[src/rtl/window_fifo_if.sv]
// Handshake bundle between the input loader, window_fifo and the PE array.
// The master side produces writes and pops; the slave side is the FIFO itself.
interface window_fifo_if #(
    parameter int unsigned BITS      = 16,
    parameter int unsigned PAR_WRITE = 1,
    parameter int unsigned PAR_READ  = 1,
    parameter int unsigned INDEX     = 3
);
    logic                      clear;
    logic                      wen;
    logic [BITS*PAR_WRITE-1:0] din;
    logic                      ready_w;
    logic                      ren;
    logic [INDEX:0]            pop_cnt;
    logic [BITS*PAR_READ-1:0]  dout;
    logic                      valid_r;
    logic [INDEX:0]            count;
    logic                      ovf;
    logic                      udf;

    modport master (
        output clear, wen, din, ren, pop_cnt,
        input  ready_w, dout, valid_r, count, ovf, udf
    );

    modport slave (
        input  clear, wen, din, ren, pop_cnt,
        output ready_w, dout, valid_r, count, ovf, udf
    );
endinterface

[src/rtl/window_fifo.sv]
// Circular word FIFO: PAR_WRITE words in per beat, PAR_READ-word sliding window out,
// variable-stride pops, sticky overflow/underflow flags. DEPTH need not be a power of two.
module window_fifo #(
    parameter int unsigned BITS      = 16,
    parameter int unsigned DEPTH     = 8,
    parameter int unsigned PAR_WRITE = 1,
    parameter int unsigned PAR_READ  = 1,
    parameter int unsigned INDEX     = 3
) (
    input logic         clk,
    input logic         rst,
    window_fifo_if.slave bus
);
    localparam logic [INDEX+1:0] DEPTH_W = (INDEX+2)'(DEPTH);
    localparam logic [INDEX:0]   DEPTH_C = (INDEX+1)'(DEPTH);
    localparam logic [INDEX:0]   PW_C    = (INDEX+1)'(PAR_WRITE);
    localparam logic [INDEX:0]   PR_C    = (INDEX+1)'(PAR_READ);

    logic [BITS-1:0]  mem [DEPTH];
    logic [INDEX-1:0] wr_ptr, rd_ptr, wr_ptr_next, rd_ptr_next;
    logic [INDEX:0]   count, count_next, pop_n;
    logic             ovf, udf;
    logic             ready_w, valid_r, wacc, racc;

    // Operands are always < DEPTH, so one conditional subtract is an exact modulo.
    function automatic logic [INDEX-1:0] wrap(input logic [INDEX+1:0] s);
        logic [INDEX+1:0] r;
        r = (s >= DEPTH_W) ? s - DEPTH_W : s;
        return INDEX'(r);
    endfunction

    always_comb begin
        ready_w     = (DEPTH_C - count) >= PW_C;
        valid_r     = count >= PR_C;
        wacc        = bus.wen & ready_w;
        racc        = bus.ren & valid_r;
        pop_n       = (bus.pop_cnt > PR_C) ? PR_C : bus.pop_cnt;
        count_next  = count + (wacc ? PW_C : '0) - (racc ? pop_n : '0);
        wr_ptr_next = wacc ? wrap({2'b00, wr_ptr} + (INDEX+2)'(PAR_WRITE)) : wr_ptr;
        rd_ptr_next = racc ? wrap({2'b00, rd_ptr} + {1'b0, pop_n}) : rd_ptr;
    end

    always_ff @(posedge clk or negedge rst) begin
        if (!rst) begin
            wr_ptr <= '0;
            rd_ptr <= '0;
            count  <= '0;
            ovf    <= 1'b0;
            udf    <= 1'b0;
        end else if (bus.clear) begin
            wr_ptr <= '0;
            rd_ptr <= '0;
            count  <= '0;
            ovf    <= 1'b0;
            udf    <= 1'b0;
        end else begin
            wr_ptr <= wr_ptr_next;
            rd_ptr <= rd_ptr_next;
            count  <= count_next;
            ovf    <= ovf | (bus.wen & ~ready_w);
            udf    <= udf | (bus.ren & ~valid_r);
        end
    end

    // Most-significant din slice is the oldest word and lands at wr_ptr.
    always_ff @(posedge clk or negedge rst) begin
        if (!rst) begin
            for (int unsigned i = 0; i < DEPTH; i++) begin
                mem[i] <= '0;
            end
        end else if (wacc && !bus.clear) begin
            for (int unsigned k = 0; k < PAR_WRITE; k++) begin
                mem[wrap({2'b00, wr_ptr} + (INDEX+2)'(k))] <= bus.din[(PAR_WRITE-1-k)*BITS +: BITS];
            end
        end
    end

    always_comb begin
        bus.dout = '0;
        for (int unsigned j = 0; j < PAR_READ; j++) begin
            bus.dout[j*BITS +: BITS] = mem[wrap({2'b00, rd_ptr} + (INDEX+2)'(j))];
        end
    end

    assign bus.ready_w = ready_w;
    assign bus.valid_r = valid_r;
    assign bus.count   = count;
    assign bus.ovf     = ovf;
    assign bus.udf     = udf;
endmodule

[src/flat_wrapper.sv]
// flat-port wrapper written by rule: the top's interface ports become plain ports
module window_fifo_flat 
#(
    parameter int unsigned BITS      = 16,
    parameter int unsigned DEPTH     = 8,
    parameter int unsigned PAR_WRITE = 1,
    parameter int unsigned PAR_READ  = 1,
    parameter int unsigned INDEX     = 3
)
  (clk, rst, bus_clear, bus_wen, bus_din, bus_ren, bus_pop_cnt, bus_ready_w, bus_dout, bus_valid_r, bus_count, bus_ovf, bus_udf);
  window_fifo_if #(.BITS(BITS), .PAR_WRITE(PAR_WRITE), .PAR_READ(PAR_READ), .INDEX(INDEX)) bus_i ();
  input logic clk;
  input logic rst;
  input wire logic [$bits(bus_i.clear)-1:0] bus_clear;
  input wire logic [$bits(bus_i.wen)-1:0] bus_wen;
  input wire logic [$bits(bus_i.din)-1:0] bus_din;
  input wire logic [$bits(bus_i.ren)-1:0] bus_ren;
  input wire logic [$bits(bus_i.pop_cnt)-1:0] bus_pop_cnt;
  output wire logic [$bits(bus_i.ready_w)-1:0] bus_ready_w;
  output wire logic [$bits(bus_i.dout)-1:0] bus_dout;
  output wire logic [$bits(bus_i.valid_r)-1:0] bus_valid_r;
  output wire logic [$bits(bus_i.count)-1:0] bus_count;
  output wire logic [$bits(bus_i.ovf)-1:0] bus_ovf;
  output wire logic [$bits(bus_i.udf)-1:0] bus_udf;
  assign bus_i.clear = bus_clear;
  assign bus_i.wen = bus_wen;
  assign bus_i.din = bus_din;
  assign bus_i.ren = bus_ren;
  assign bus_i.pop_cnt = bus_pop_cnt;
  assign bus_ready_w = bus_i.ready_w;
  assign bus_dout = bus_i.dout;
  assign bus_valid_r = bus_i.valid_r;
  assign bus_count = bus_i.count;
  assign bus_ovf = bus_i.ovf;
  assign bus_udf = bus_i.udf;
  window_fifo #(.BITS(BITS), .DEPTH(DEPTH), .PAR_WRITE(PAR_WRITE), .PAR_READ(PAR_READ), .INDEX(INDEX)) u_core (.clk(clk), .rst(rst), .bus(bus_i));
endmodule
[config.mk]
export PLATFORM = sky130hd
export DESIGN_NAME = window_fifo_flat
export DESIGN_NICKNAME = d
export VERILOG_FILES = /design/src/rtl/window_fifo_if.sv /design/src/rtl/window_fifo.sv /design/src/flat_wrapper.sv
export SDC_FILE = /design/constraint.sdc
export NUM_CORES = 1
export LEC_CHECK = 0
export ABC_AREA = 1
export CORE_UTILIZATION = 40
export DETAILED_ROUTE_END_ITERATION = 6
export GPL_TIMING_DRIVEN = 1
export SETUP_SLACK_MARGIN = 0.5
export SLEW_MARGIN = 20
export SYNTH_ARGS = -nofsm -noshare
export SYNTH_HDL_FRONTEND = slang
export SYNTH_SLANG_ARGS = --single-unit
[constraint.sdc]
create_clock -name clk -period 3.2 [get_ports clk]
set_input_delay 0.48 -clock clk [delete_from_list [all_inputs] [get_ports clk]]
set_output_delay 0.48 -clock clk [all_outputs]
set_load 0.005 [all_outputs]
==> results of run 1 <==
==> cell type report <==
cell class                      instances  area [um2]  area share (%)
Clock buffer                           22         484            5.44
Clock inverter                         10         160            1.80
Inverter                               19        85.1           0.956
Multi-Input combinational cell        734        3470            39.0
Sequential cell                       140        3500            39.4
Tap cell                              229         287            3.22
Timing Repair Buffer                   78         911            10.2
==> worst min-delay path by stage <==
| stage | cells past startpoint | from | slack [ns] | to |
|---|---|---|---|---|
| 6_report | 1 | rst | 0.07 | u_core.mem[62]$_DFFE_PN0P_ |
| 5_1_grt | 1 | rst | 0.11 | u_core.mem[62]$_DFFE_PN0P_ |
| 4_1_cts | 1 | rst | 0.08 | u_core.mem[59]$_DFFE_PN0P_ |
| 3_5_place_dp | 2 | u_core.mem[32]$_DFFE_PN0P_ | 0.45 | u_core.mem[32]$_DFFE_PN0P_ |
| 3_3_place_gp | 2 | u_core.mem[98]$_DFFE_PN0P_ | 0.45 | u_core.mem[98]$_DFFE_PN0P_ |
| 2_1_floorplan | 0 | rst | 0.18 | u_core.bus.count[0]$_DFF_PN0_ |
==> repair_timing <==
item / 4_1_cts / 5_1_grt
endpoints found under the setup margin: 16 / 16
gates cloned: 1 / 5
buffers inserted: 0 / 4
pin swaps: 0 / 2
resized for setup: 7 / 14
==> routing by layer <==
metal	track usage [%]	up-vias
li1	-	3234
met1	34.4	3262
met2	37.9	223
met3	6.15	23
met4	7.43	0
met5	0	-
==> worst max-delay path, cell delays in order, from the launching register on <==
cell,delay (ns)
dfrtp_2,0.47
buf_4,0.17
clkbuf_16,0.17
nor2_1,0.05
nor2_1,0.07
o21ai_0,0.08
nand2_1,0.10
nand2_1,0.06
nand2_1,0.11
clkdlybuf4s50_1,0.50
==> power by group <==
| part | total (mW) | switching, mW | internal (mW) |
|---|---|---|---|
| Sequential | 2.55 | 0.297 | 2.26 |
| Clock | 2.17 | 0.782 | 1.39 |
| Combinational | 3.09 | 1.81 | 1.28 |
| Total | 7.81 | 2.89 | 4.93 |
==> kinds of logic (layout without fill, tap and decap cells) <==
group                    Yosys count  after routing
adder cells (fa/ha/maj)           10             10
other                              1              3
AO/OA/AOI/OAI                     77             77
AND/OR/NAND/NOR                  640            640
flip-flops                       140            140
XOR/XNOR                           4              4
buffers and inverters            103            129
==> through the flow <==
step / cells / hold slack (ns) / util (%) / setup WS (ns)
floorplan: 977 / 0.184 / - / 1.14
global placement: 1190 / 0.449 / 44.2 / 0.696
detailed placement: 1190 / 0.453 / 44.2 / 0.693
CTS: 1223 / 0.0848 / 48.0 / 0.466
global route: 1232 / 0.111 / 49.1 / 0.413
finish: 1232 / 0.0692 / 49.1 / 0.499
==> state kept, by name (all words and copies together) (netlist names) <==
register and cells:
u_core.bus.count 4, u_core.bus.ovf 1, u_core.bus.udf 1, u_core.mem 128, u_core.rd_ptr 3, u_core.wr_ptr 3
==> Yosys cell counts <==
cell type,n,area [um2]
nor2_4,9,101
inv_4,1,6.26
nand4_4,5,106
nand4_2,3,37.5
buf_4,14,105
xnor2_1,2,17.5
o21ai_1,15,75.1
inv_2,6,22.5
conb_1,1,3.75
a21oi_1,3,15.0
nand3_1,39,195
nor2_2,2,12.5
fa_1,2,40.0
buf_2,48,240
nor2_1,137,514
clkbuf_1,16,60.1
nand2_2,1,6.26
ha_1,8,100
nand4_1,96,601
clkinv_1,2,7.51
o21a_1,2,15.0
buf_1,2,7.51
o21ai_0,55,275
dfrtp_1,140,3500
xor2_1,2,17.5
a31oi_1,1,6.26
a21oi_4,1,16.3
buf_6,4,45.0
inv_1,10,37.5
nand2_1,348,1310
==> results.txt, run 1 <==
- Flop2flop setup slack: between 0.9 and 1 ns
* CTS Sinks: 140
* Clock buffer count from CTS: 17
* Count of pins on the block boundary: 49
- Input and output buffers added on the ports amount to 48.
* Post-synthesis sequential area ratio: 46.7%
* Shortest period the worst path allows: 2.70 ns
- Critical Path Sink: bus_dout[15]
- Setup repair after global routing could not meet its margin everywhere.
- The later pin in the worst-skew pair is clocked with a latency of 0.43 ns.
* Origin of the critical flop-to-flop path: u_core.bus.count[1]$_DFF_PN0_
* Via count normalized by instance count: ~5.5
- Cell area after placement: 8020 um2
* Fmax: 370 MHz
* Most common library cell in the layout ignoring fill and taps: nand2_1
- Summing the areas of all fa, ha and maj instances in the mapped netlist gives 1.87% of the synthesized area.
- Final GP Congestion: 0.799
- CORE AREA: 18,100 um2
* First-pass GRT wire length: 36,600 um
* Clock tree from TritonCTS: yes
- STA classifies the critical path startpoint as a register.
- STA classifies the critical path endpoint as a primary output.
- Counting along the longest clock path gives a buffer depth of 2.
* Worst Path Required: 2.72 ns
* Number of distinct library cells after synthesis: 30
* Arrival time at the worst endpoint: 2.22 ns
- Summing the areas of all xor and xnor instances in the mapped netlist gives 0.467% of the synthesized area.
- The count of endpoints failing hold in the final timing report is 0.
* Critical Path Start: u_core.rd_ptr[0]$_DFFE_PN0P_
* HPWL reported at the end of detailed placement: 13,400 um
- In this run, post-CTS hold repair placed 0 buffers.
- Summed over all nets, wire length on met2 after detailed routing comes to around 11,000 um.
- Clock-pin transition on the worst setup and hold timing paths: 0.06 ns
* Layout-stage area growth over the synthesis result: 18.8%
- CTS placed an instance of clkbuf_16 at the clock tree root.
* Final wirelength: around 23,000 um
- Dividing the synthesized area by the synthesized cell count gives between 7 and 8 um2.
- Ratio of cells with drive above 1 in the final layout: 9.37%
- For the pin with the worst max-slew slack, the measured transition is 0.690 ns.
- Highest metal layer with signal wires: met4
- After synthesis the netlist holds a flip-flop and latch count of between 100 and 150.
- Entering global routing, the biggest net connects 98 pins.
- In this run the worst path has a maximum fanout of 12.
- Number of DRC markers in iteration 0: between 600 and 700
- Clock skew after layout: 0.00787 ns
* Global route overflow: 0
- Wire segments on met3 add up to 1570 um in the final route.
* Final Max Tran Viols: 0
* Total Nets Final: just over 1,000
- Headroom to the max-slew limit came out at 53.9%.
- The number of cells on the worst reg-to-reg path is 10.
* Number of levels the H-tree was split into: 4
- Total power consumption of the routed design: a little under 8 mW
- Summing the areas of all and, or, nand and nor instances in the mapped netlist gives 38.4% of the synthesized area.
* Vias after detailed routing: 6,742
* Metal-1 WL: 10,800 um
- Row generation in the floorplan step produced 49 rows.
- Chip height: roughly 140 um
- Cell Area, Synth: 7500 um2
* Max-cap violations: 0
- Antenna viol nets, final: 0
- Leaving out fill and tap cells, the most frequent cells in the layout are nand2_1 (348), dfrtp_1 (139), nor2_1 (136).
- The synthesized netlist devotes 5.37% of its cell area to compound gates.
* First-pass DRT Iterations: 7
* N_diodes: 0
- Yosys printed 0 warnings.
- For this design the static power due to leakage is 4.58 nW.
- Outcome: complete, but fails checks
* Kind of critical path: reg2out
- The via count of the first global-routing pass is 6,566.
- Power density of the placed cells: around 880 nW/um2
* Synth Instances: 975
- Crit share post-route: 84.4%
- Summing all non-filler instances in the final layout gives an area of 8900 um2.
- Of the post-synthesis cell area, the part taken by muxes is 0%.
* Chip width: 139 um
* Initial core utilization: 41.3%
* Detailed-route DRC error count: 1
- Violations in the final reports: design-rule violations
- Final Setup Violations: 0
- Average wire per standard cell: 19.1 um
* Antenna violations before repair: 0
* Number of inserted filler cells in the final layout: 1,743
- The die covers ~19,000 um2.
- Combinational family with the most area after synthesis: simple AND/OR/NAND/NOR gates
* Critical R2R Capture: u_core.bus.count[2]$_DFF_PN0_
- Setup total negative slack: 0 ns
- All-Layer GR Usage: around a quarter
* Peak ir drop on the vdd network: 0.400 mV
- Class of the worst hold path: in2async
Note: power is estimated with default switching activity, not from simulation.
==> inputs of run 2 (changes only) <==
Clock period 3.2 ns to 2.3 ns, I/O delays scaled along.
==> run 2 against run 1 <==
  * Count of clock-buffer cells in the layout is 3 lower
  * Wire length increased by 29%
  * Hold slack better by 0.41 ns
  * Sequential share of layout area fell by 7.3 points
  * The run still ends with design-rule violations left
  * Flip-flop and latch count unchanged
  * Via count grew 17%
  * Non-clock buffer count rose by 81
  * Critical path depth up 1
  * Power is 69% higher
  * Clock power rose by 29%
==> results.txt, run 2 (synthesis results as in run 1) <==
- Outcome: complete, but fails checks
- Violations in the final reports: design-rule violations
- The HPWL reported at the end of detailed placement is 13,600 um (+1.6%).
* Detailed-route DRC error count: 4 (+3)
- The logic gate share of total power was 50.5% (+11 points).
- Die area: 19,300 um2 (unchanged)
* CORE AREA: 18,100 um2 (unchanged)
- The number of antenna violations at the first check in global routing came to 1 (+1).
* Max-cap violations: 0 (unchanged)
* Int Pwr: 7.96 mW (+62%)
* Net switching fraction of the power: 39.6% (+2.7 points)
- Post-placement cell count: 1,206 (+1.3%)
- The startpoint identified for the worst hold timing path is u_core.mem[69]$_DFFE_PN0P_.
* Vias after detailed routing: 7,890 (+17%)
- Antenna viol nets, final: 0 (unchanged)
- Fmax: 439 MHz
* Port-buffer cells: 48 (unchanged)
- Power density of the placed cells: 1200 nW/um2 (+37%)
* All-Layer GR Usage: 27.0% (+2.3 points)
* Via count normalized by instance count: 6.01 (+9.8%)
* Longest Clk Path Bufs: 2 (unchanged)
- Ratio of cells with drive above 1 in the final layout: 31.0% (+22 points)
* First-pass DRT Iterations: 7 (unchanged)
- The final number of max-transition violations was 0 (unchanged).
- The accumulated negative setup slack is 0 ns (unchanged).
* Clock Root Buffer: clkbuf_16
* Worst Path Required: 1.96 ns (-0.76 ns)
* Min-Delay Path Depth: 2
* Part of the total power dissipated in the clock network: 21.3% (-6.5 points)
- The I/O pin count is 49 (unchanged).
- In the layout the commonest cells are nand2_1 (316), dfrtp_1 (136), nand4_1 (96).
- Arrival time at the worst endpoint: 1.93 ns (-0.29 ns)
- Setup repair after global routing could not meet its margin everywhere.
* Flip-flop count of the largest register after layout: 128 (unchanged)
- Clock tree from TritonCTS: yes
- The global-route congestion overflow total was 0 (unchanged).
* Leakage power: 5.36 nW (+17%)
* Clock latency on the worst-skew pair: 0.44 ns (about the same)
- The final cell count without fillers came to 1,313 (+6.6%).
- The worst setup path is launched from a register.
- Register with the most flip-flops: u_core.mem
- The number of clock sinks seen by CTS was 140 (unchanged).
- Via count of the first global-routing pass: 6,908 (+5.2%)
- Layout-stage area growth over the synthesis result: 46.1%
- The power share of the sequential group came to 28.3% (-4.4 points).
* Nature of the critical path endpoint: primary output
- Class of the worst hold path: reg2reg
- The maximum resistive drop on vdd is 0.581 mV (+45%).
* Highest net fanout along the worst path: 5 (-7)
* Clock buffer count from CTS: 17 (unchanged)
- The count of endpoints failing hold in the final timing report was 0 (unchanged).
* Clock-pin transition on the worst setup and hold timing paths: 0.07 ns (about the same)
- The worst max-slew margin expressed relative to the limit came to 57.2% (+3.3 points).
- Initial core utilization: 41.3% (unchanged)
- The first-pass GRT wire length came to 39,500 um (+8.0%).
* Fraction of the core area covered by cells at the end of the flow: 60.4% (+11 points)
- Critical R2R Capture: u_core.bus.count[1]$_DFF_PN0_
- The total wirelength of the detailed-routed design was 30,300 um (+29%).
* Number of DRC markers in iteration 0: 872 (+38%)
- Hold path endpoint: u_core.mem[69]$_DFFE_PN0P_
* Most common library cell in the layout ignoring fill and taps: nand2_1
* Total Nets Final: 1,106 (+7.9%)
- The startpoint identified for the worst register-to-register timing path is u_core.bus.count[0]$_DFF_PN0_.
- Of the available clock period, the critical path in the final layout requires 99.0%.
- Maximum number of pins on one net before global-route repair: 98 (unchanged)
- The clock tree skew after final layout came to 0.0120 ns (+0.00416 ns).
* Final GP Congestion: 0.761 (-4.8%)
- The level count of the clock H-tree came to 4 (unchanged).
- Flop2flop setup slack: 0.23 ns (-0.74 ns)
- The transition time of the tightest slew-check pin is 0.642 ns (-0.0480 ns).
- The net switching power is 5.22 mW (+81%).
- The total number of placement rows came to 49 (unchanged).
- N_diodes: 0 (unchanged)
- The y dimension of the die is 139 um (unchanged).
- The number of endpoints failing setup at the final stage is 0 (unchanged).
* Average wire per standard cell: 23.0 um (+21%)
- The worst-case reg-to-reg path depth is 10 (unchanged).
* Kind of critical path: reg2out
- The worst path in the final design needs a cycle of 2.28 ns, including I/O delays and setup.
- The largest registers in the layout are u_core.mem: 128 flops, u_core.bus.count: 4 flops.
- Chip width: 139 um (unchanged)
-- run 2: layout make-up --
type                            count  area [um2]
Timing Repair Buffer              159        2260
Sequential cell                   140        3510
Fill cell                        1468        7190
Clock buffer                       19         453
Tap cell                          229         287
Inverter                           19        87.6
Clock inverter                     13         143
Multi-Input combinational cell    734        4220
-- run 2: timing repair --
item / 4_1_cts / 5_1_grt
gates resized for setup: 232 / 164
setup endpoints to repair: 22 / 152
endpoints found under the hold margin: 56 / 0
cloned: 10 / 23
hold buffers: 1 / 0
pin swaps: 79 / 142
setup buffers: 26 / 15
-- run 2: metal layers --
layer | vias up | part of all wire [%] | GRT usage [%]
li1 | 3412 | - | -
met1 | 3841 | 39 | 36.4
met2 | 493 | 46 | 43.4
met3 | 144 | 9.9 | 5.21
met4 | 0 | 5.6 | 9.53
met5 | - | 0 | 0
-- run 2: power by group through the flow --
| stage | sequential (mW) | combinational [mW] | clock [mW] |
|---|---|---|---|
| after floorplan | 3.47 | 2.55 | 0 |
| after global placement | 3.57 | 4.09 | 0 |
| after detailed placement | 3.58 | 4.13 | 0 |
| after CTS | 3.65 | 5.31 | 2.81 |
| after global routing | 3.77 | 7.07 | 2.92 |
| final | 3.72 | 6.65 | 2.80 |
-- run 2: worst max-delay path, cell delays in order, from the launching register on --
cell     delay (ns)
dfrtp_2        0.44
buf_6          0.16
buf_6          0.14
buf_16         0.14
nor2_2         0.12
nor2_1         0.05
o21ai_1        0.08
nand2_1        0.08
nand2_1        0.10
nand2_2        0.08
buf_2          0.13
-- run 2: worst max path at each step --
stage	startpoint	slack [ns]	end	depth (start not counted)
2_1_floorplan	u_core.bus.count[0]$_DFF_PN0_	0.36	u_core.bus.count[2]$_DFF_PN0_	10
3_3_place_gp	bus_ren	0.11	u_core.bus.count[1]$_DFF_PN0_	9
3_5_place_dp	bus_ren	0.09	u_core.bus.count[1]$_DFF_PN0_	9
4_1_cts	u_core.rd_ptr[0]$_DFFE_PN0P_	0.05	bus_dout[11]	11
5_1_grt	u_core.rd_ptr[0]$_DFFE_PN0P_	-0.05	bus_dout[15]	10
6_report	u_core.rd_ptr[0]$_DFFE_PN0P_	0.02	bus_dout[4]	10
-- run 2: per-stage QoR --
step | hold WS [ns] | area [um2] | setup slack, ns | total power, mW
after global routing | 0.482 | 11000 | -0.0471 | 13.8
after floorplan | 0.0494 | 7520 | 0.361 | 6.01
final | 0.475 | 11000 | 0.0234 | 13.2
after global placement | 0.393 | 8240 | 0.115 | 7.66
after detailed placement | 0.390 | 8240 | 0.0883 | 7.71
after CTS | 0.468 | 9720 | 0.0534 | 11.8
